[src/rtl/debug_burst_master.sv]
// debug_burst_master
//   Lets a byte-oriented host link (e.g. a UART) drive a simple memory-mapped
//   bus. The host sends single-letter commands followed by a big-endian
//   address and data:
//     "W" addr data          single write, answered with "K"
//     "R" addr               single read, answered with the word's bytes
//     "B" n addr data*(n+1)  burst write of n+1 words, one "K" at the end
//     "C" n addr             burst read of n+1 words, each word's bytes returned
//   Any other byte in IDLE is answered with "?". A bus access that gets no
//   ready/valid within TIMEOUT_CYCLES is abandoned and answered with "E".
//
// Ports
//   clk, rst                 clock, synchronous active-high reset
//   i_com_data/i_com_strobe  received host byte and its one-cycle valid
//   i_com_tx_ready           transmitter can take a byte this cycle
//   o_com_data/o_com_strobe  response byte and its one-cycle valid
//   o_bus_addr               bus address (8*ADDR_BYTES)
//   o_bus_write_data         bus write word (8*DATA_BYTES)
//   o_bus_write_enable       write request, held until i_bus_ready or timeout
//   o_bus_read_enable        read request, held until valid or timeout
//   i_bus_ready              write accepted this cycle
//   i_bus_read_data(_valid)  read word and its one-cycle valid
module debug_burst_master #(
  parameter int ADDR_BYTES     = 2,
  parameter int DATA_BYTES     = 1,
  parameter int TIMEOUT_CYCLES = 255
) (
  input  logic                    clk,
  input  logic                    rst,
  input  logic [7:0]              i_com_data,
  input  logic                    i_com_strobe,
  input  logic                    i_com_tx_ready,
  output logic [7:0]              o_com_data,
  output logic                    o_com_strobe,
  output logic [8*ADDR_BYTES-1:0] o_bus_addr,
  output logic [8*DATA_BYTES-1:0] o_bus_write_data,
  output logic                    o_bus_write_enable,
  output logic                    o_bus_read_enable,
  input  logic                    i_bus_ready,
  input  logic [8*DATA_BYTES-1:0] i_bus_read_data,
  input  logic                    i_bus_read_data_valid
);

  localparam int AW = 8 * ADDR_BYTES;
  localparam int DW = 8 * DATA_BYTES;

  localparam logic [7:0] CH_W = 8'h57, CH_R = 8'h52, CH_B = 8'h42, CH_C = 8'h43;
  localparam logic [7:0] CH_K = 8'h4B, CH_Q = 8'h3F, CH_E = 8'h45;

  typedef enum logic [2:0] {S_IDLE, S_COUNT, S_ADDR, S_DATA, S_WRITE, S_READ, S_TX} state_t;

  state_t          state_reg, state_next;
  logic            cmd_read_reg;   // current command is R or C
  logic            resp_read_reg;  // TX is carrying read data (not a status char)
  logic [7:0]      remaining_reg;  // burst words still to do after the current one
  logic [2:0]      byte_cnt_reg;
  logic [15:0]     timer_reg;
  logic [AW-1:0]   addr_shift_reg;
  logic [DW-1:0]   data_shift_reg;
  logic [DW-1:0]   tx_shift_reg;   // next byte to send sits in the top byte
  logic [2:0]      tx_left_reg;

  logic [AW-1:0]   addr_shifted;
  logic [DW-1:0]   data_shifted;
  logic            is_single, is_burst, is_read_cmd;
  logic            addr_last, data_last, timed_out, burst_more, tx_last;

  // Status characters are left-aligned so they leave through the same
  // top-byte path as read data.
  function automatic logic [DW-1:0] char_word(input logic [7:0] c);
    return DW'(c) << (DW - 8);
  endfunction

  // Casting truncates the oldest byte, so this also works for 1-byte fields.
  assign addr_shifted = AW'({addr_shift_reg, i_com_data});
  assign data_shifted = DW'({data_shift_reg, i_com_data});

  assign is_single   = (i_com_data == CH_W) || (i_com_data == CH_R);
  assign is_burst    = (i_com_data == CH_B) || (i_com_data == CH_C);
  assign is_read_cmd = (i_com_data == CH_R) || (i_com_data == CH_C);
  assign addr_last   = (byte_cnt_reg == 3'(ADDR_BYTES - 1));
  assign data_last   = (byte_cnt_reg == 3'(DATA_BYTES - 1));
  assign timed_out   = (timer_reg == 16'(TIMEOUT_CYCLES - 1));
  assign burst_more  = (remaining_reg != 8'd0);
  assign tx_last     = (tx_left_reg == 3'd1);

  assign o_com_data         = tx_shift_reg[DW-1 -: 8];
  assign o_com_strobe       = (state_reg == S_TX) && i_com_tx_ready;
  assign o_bus_write_enable = (state_reg == S_WRITE);
  assign o_bus_read_enable  = (state_reg == S_READ);

  always_ff @(posedge clk) begin
    if (rst) state_reg <= S_IDLE;
    else     state_reg <= state_next;
  end

  always_comb begin
    state_next = state_reg;
    case (state_reg)
      S_IDLE:
        if (i_com_strobe) begin
          if (is_burst)       state_next = S_COUNT;
          else if (is_single) state_next = S_ADDR;
          else                state_next = S_TX;
        end
      S_COUNT: if (i_com_strobe) state_next = S_ADDR;
      S_ADDR:  if (i_com_strobe && addr_last) state_next = cmd_read_reg ? S_READ : S_DATA;
      S_DATA:  if (i_com_strobe && data_last) state_next = S_WRITE;
      S_WRITE:
        if (i_bus_ready)    state_next = burst_more ? S_DATA : S_TX;
        else if (timed_out) state_next = S_TX;
      S_READ:
        if (i_bus_read_data_valid || timed_out) state_next = S_TX;
      S_TX:
        if (i_com_tx_ready && tx_last)
          state_next = (resp_read_reg && burst_more) ? S_READ : S_IDLE;
      default: state_next = S_IDLE;
    endcase
  end

  always_ff @(posedge clk) begin
    if (rst) begin
      cmd_read_reg     <= 1'b0;
      resp_read_reg    <= 1'b0;
      remaining_reg    <= '0;
      byte_cnt_reg     <= '0;
      timer_reg        <= '0;
      addr_shift_reg   <= '0;
      data_shift_reg   <= '0;
      tx_shift_reg     <= '0;
      tx_left_reg      <= '0;
      o_bus_addr       <= '0;
      o_bus_write_data <= '0;
    end else begin
      case (state_reg)
        S_IDLE: begin
          byte_cnt_reg <= '0;
          if (i_com_strobe) begin
            cmd_read_reg  <= is_read_cmd;
            remaining_reg <= '0;
            if (!(is_single || is_burst)) begin
              tx_shift_reg  <= char_word(CH_Q);
              tx_left_reg   <= 3'd1;
              resp_read_reg <= 1'b0;
            end
          end
        end
        S_COUNT: if (i_com_strobe) remaining_reg <= i_com_data;
        S_ADDR:
          if (i_com_strobe) begin
            addr_shift_reg <= addr_shifted;
            if (addr_last) begin
              o_bus_addr   <= addr_shifted;
              byte_cnt_reg <= '0;
              timer_reg    <= '0;
            end else begin
              byte_cnt_reg <= byte_cnt_reg + 3'd1;
            end
          end
        S_DATA:
          if (i_com_strobe) begin
            data_shift_reg <= data_shifted;
            if (data_last) begin
              o_bus_write_data <= data_shifted;
              byte_cnt_reg     <= '0;
              timer_reg        <= '0;
            end else begin
              byte_cnt_reg <= byte_cnt_reg + 3'd1;
            end
          end
        S_WRITE: begin
          // Ready wins over a timeout landing in the same cycle.
          if (i_bus_ready) begin
            if (burst_more) begin
              o_bus_addr    <= o_bus_addr + AW'(1);
              remaining_reg <= remaining_reg - 8'd1;
            end else begin
              tx_shift_reg  <= char_word(CH_K);
              tx_left_reg   <= 3'd1;
              resp_read_reg <= 1'b0;
            end
          end else if (timed_out) begin
            tx_shift_reg  <= char_word(CH_E);
            tx_left_reg   <= 3'd1;
            resp_read_reg <= 1'b0;
          end else begin
            timer_reg <= timer_reg + 16'd1;
          end
        end
        S_READ: begin
          if (i_bus_read_data_valid) begin
            tx_shift_reg  <= i_bus_read_data;
            tx_left_reg   <= 3'(DATA_BYTES);
            resp_read_reg <= 1'b1;
          end else if (timed_out) begin
            tx_shift_reg  <= char_word(CH_E);
            tx_left_reg   <= 3'd1;
            resp_read_reg <= 1'b0;
          end else begin
            timer_reg <= timer_reg + 16'd1;
          end
        end
        S_TX:
          if (i_com_tx_ready) begin
            tx_shift_reg <= tx_shift_reg << 8;
            tx_left_reg  <= tx_left_reg - 3'd1;
            // Last byte of a burst-read word: step to the next word.
            if (tx_last && resp_read_reg && burst_more) begin
              o_bus_addr    <= o_bus_addr + AW'(1);
              remaining_reg <= remaining_reg - 8'd1;
              timer_reg     <= '0;
            end
          end
        default: ;
      endcase
    end
  end

endmodule

[config.mk]
export PLATFORM = sky130hd
export DESIGN_NAME = debug_burst_master
export DESIGN_NICKNAME = d
export VERILOG_FILES = /design/src/rtl/debug_burst_master.sv
export SDC_FILE = /design/constraint.sdc
export NUM_CORES = 1
export LEC_CHECK = 0
export CORE_UTILIZATION = 60
export CTS_CLUSTER_SIZE = 12
export DETAILED_ROUTE_END_ITERATION = 10
export HOLD_SLACK_MARGIN = 0.05
export PLACE_DENSITY = 0.86
export SYNTH_ARGS = -nofsm -noshare
export SYNTH_HDL_FRONTEND = slang
export SYNTH_SLANG_ARGS = --single-unit
[constraint.sdc]
create_clock -name clk -period 5.6 [get_ports clk]
set_input_delay 0.56 -clock clk [delete_from_list [all_inputs] [get_ports clk]]
set_output_delay 0.56 -clock clk [all_outputs]
set_load 0.01 [all_outputs]
==> qor.yml <==
reg2regPathDepth: 5
grt_pass1_vias: 4190
synth_cells: 544
vias_per_cell: 6.56
reg2reg_slack_ns: 2.66
wl_met1_um: 4940
start_kind: "register"
maxSlewHeadroom_pct: 39.8
final_common_cell: "dfxtp_1"
grt_usage_pct: 33.3
max_cap_violations: 0
grt_pass1_wl_um: 20000
root_buffer: "clkbuf_8"
synth_cell_types: 79
via_count: 4482
die_h_um: 88.1
combPwrFrac_pct: 47.1
fp-row-count: 31
critPathRequiredTime_ns: 5.04
p_int_uw: 1270
leakagePower_uw: 0.00174
hpwl_um: 8540
synthFlopType: "dfxtp_1"
grt_antenna_before_repair: 0
swShare_pct: 43.7
setup_violations: 0
numCtsBuffers: 9
pin_count: 57
ant_nets: 0
syn_area_per_cell_sq_um: 8.18
setup-tns-final_ns: 0
wirelength_um: 12500
drc: 0
io_buffers: 56
drt_iter0_drc: 296
skew_ns: 0.0160
die-area_sq_mm: 0.00776
grt.overflow.total: 0
wl_met2_um: 6240
clkPwrFrac_pct: 20.7
synth-edff-count: 0
clk_path_buf_depth: 2
clock_sinks: 75
post-cts-setup-buffers: 0
setup_slack_ns: 2.46
fill_cells: 595
routabilityCongestion: 0.877
worstPathArrival_ns: 2.58
power_frac_seq_pct: 32.2
cts_tree: "built"
start_util_pct: 61.7
areaGrowthSynthToFinish_pct: 17.0
routedWlPerCell_um: 18.2
outcome: "finished, final reports clean"
async_flop_share_pct: 0
pre_cts_slack_ns: 2.75
n_antenna_cell: 0
worstHoldPathCells: 2
rsz0062_at_grt: "no"
drive_gt1_share_pct: 8.22
final_hold_viol_count: 0
post-route-period-util_pct: 56.0
powerDensity_mw_per_mm2: 434
h-tree-depth: 3
max_freq_ghz: 0.319
critPathMaxFanout: 24
synth_area_sq_mm: 0.00445
drt_pass1_iterations: 5
final_nets: 611
ys_seq_area_share_pct: 33.8
tightest_slew_ns: 0.899
core_area_sq_mm: 0.00721
cts_hold_buf: 0
p_switching_uw: 986
top_layer: "met4"
cts.clk_slew.worst_paths_ns: 0.08
clk-insertion-delay-late_ns: 0.36
finalMaxSlewViolations: 0
critPathKind: "reg2out"
fp.dieW_um: 88.1
grt_max_degree: 72
final_cell_mix: "75 x dfxtp_1, 67 x nand2_1, 56 x a21oi_1"
ys_warn_count: 0
wl_met3_um: 940
ir_drop_mv: 0.301
ys_seq_elements: 75
ctsResizeCount: 0
fin_crit_ns: 3.14
cp-end-kind: "output pin"
hp-class: "reg2reg"
syn_nets: 576
==> metal layers <==
metal  up-vias  global-route usage (%)
li1       2119                       -
met1      2087                    40.2
met2       239                    58.5
met3        37                    4.62
met4         0                    15.7
met5         -                       0
==> critical path: stages, from the launching register on <==
cell and delay [ns]:
dfxtp_1 0.88, nand2b_1 0.51, nor2_1 0.26, clkdlybuf4s50_1 0.57
==> cell type report <==
type                    count  area (sq um)  share of cell area [%]
multi-input cells         416          2720                    52.2
flip-flops and latches     75          1500                    28.9
repair buffers             59           578                    11.1
clock buffers              10           128                    2.45
well taps                  99           124                    2.38
clock inverters             6          88.8                    1.71
inverters                  18          67.6                    1.30
==> cells by family after synthesis <==
kind of cell | share of synthesized area (%)
adders and majority gates | 2.81
AOI/OAI and AO/OA | 29.5
and+or+nand+nor | 25.7
xor gates and xnor gates | 0.591
buffers and inverters | 5.18
muxes | 2.48
DFF | 33.8
==> metrics by stage <==
step	hold slack (ns)	area, sq um	power [uW]	cells	util, %
finish	0.454	5200	2260	683	72.1
floorplan	0.432	4450	1490	544	-
CTS	0.457	5200	2240	683	72.1
detailed placement	0.446	4990	1770	667	69.1
global placement	0.442	4990	1730	667	69.1
global route	0.476	5200	2390	683	72.1
==> cell usage after synthesis (4+ instances only) <==
library cell,n,area share (%)
dfxtp_1,75,34
nand2_1,67,5.7
a21oi_1,56,6.3
nor2_1,43,3.6
clkbuf_1,18,1.5
inv_1,17,1.4
nand3_1,17,1.9
nor3_1,16,1.8
a211oi_1,12,2.0
o21ai_0,12,1.4
a31oi_1,11,1.5
mux2i_1,11,2.5
o21ai_1,11,1.2
buf_2,10,1.1
ha_1,10,2.8
o32ai_1,10,2.0
a311oi_1,9,1.8
and3_1,8,1.1
nand4_1,8,1.1
nand2b_1,7,0.98
a21o_1,5,0.84
a221oi_1,5,0.98
and4_1,5,0.98
buf_4,5,0.84
a41oi_1,4,0.79
and2_1,4,0.56
nor2b_1,4,0.56
o31ai_1,4,0.68
==> power by group through the flow <==
| stage | logic (uW) | registers, uW | clock network [uW] |
|---|---|---|---|
| final | 1060 | 727 | 467 |
| after global routing | 1160 | 738 | 486 |
| after CTS | 1050 | 722 | 468 |
| after detailed placement | 1040 | 733 | 0 |
| after global placement | 999 | 727 | 0 |
| after floorplan | 796 | 690 | 0 |
==> path summary, 6_finish.rpt <==
kind                     startpoint                 to
hold / removal    addr_shift_reg[1]  addr_shift_reg[1]
setup reg to reg       state_reg[2]      timer_reg[13]
hold reg to reg   addr_shift_reg[1]  addr_shift_reg[1]
setup / recovery       state_reg[2]  o_bus_read_enable
(Power assumes the default switching activity.)
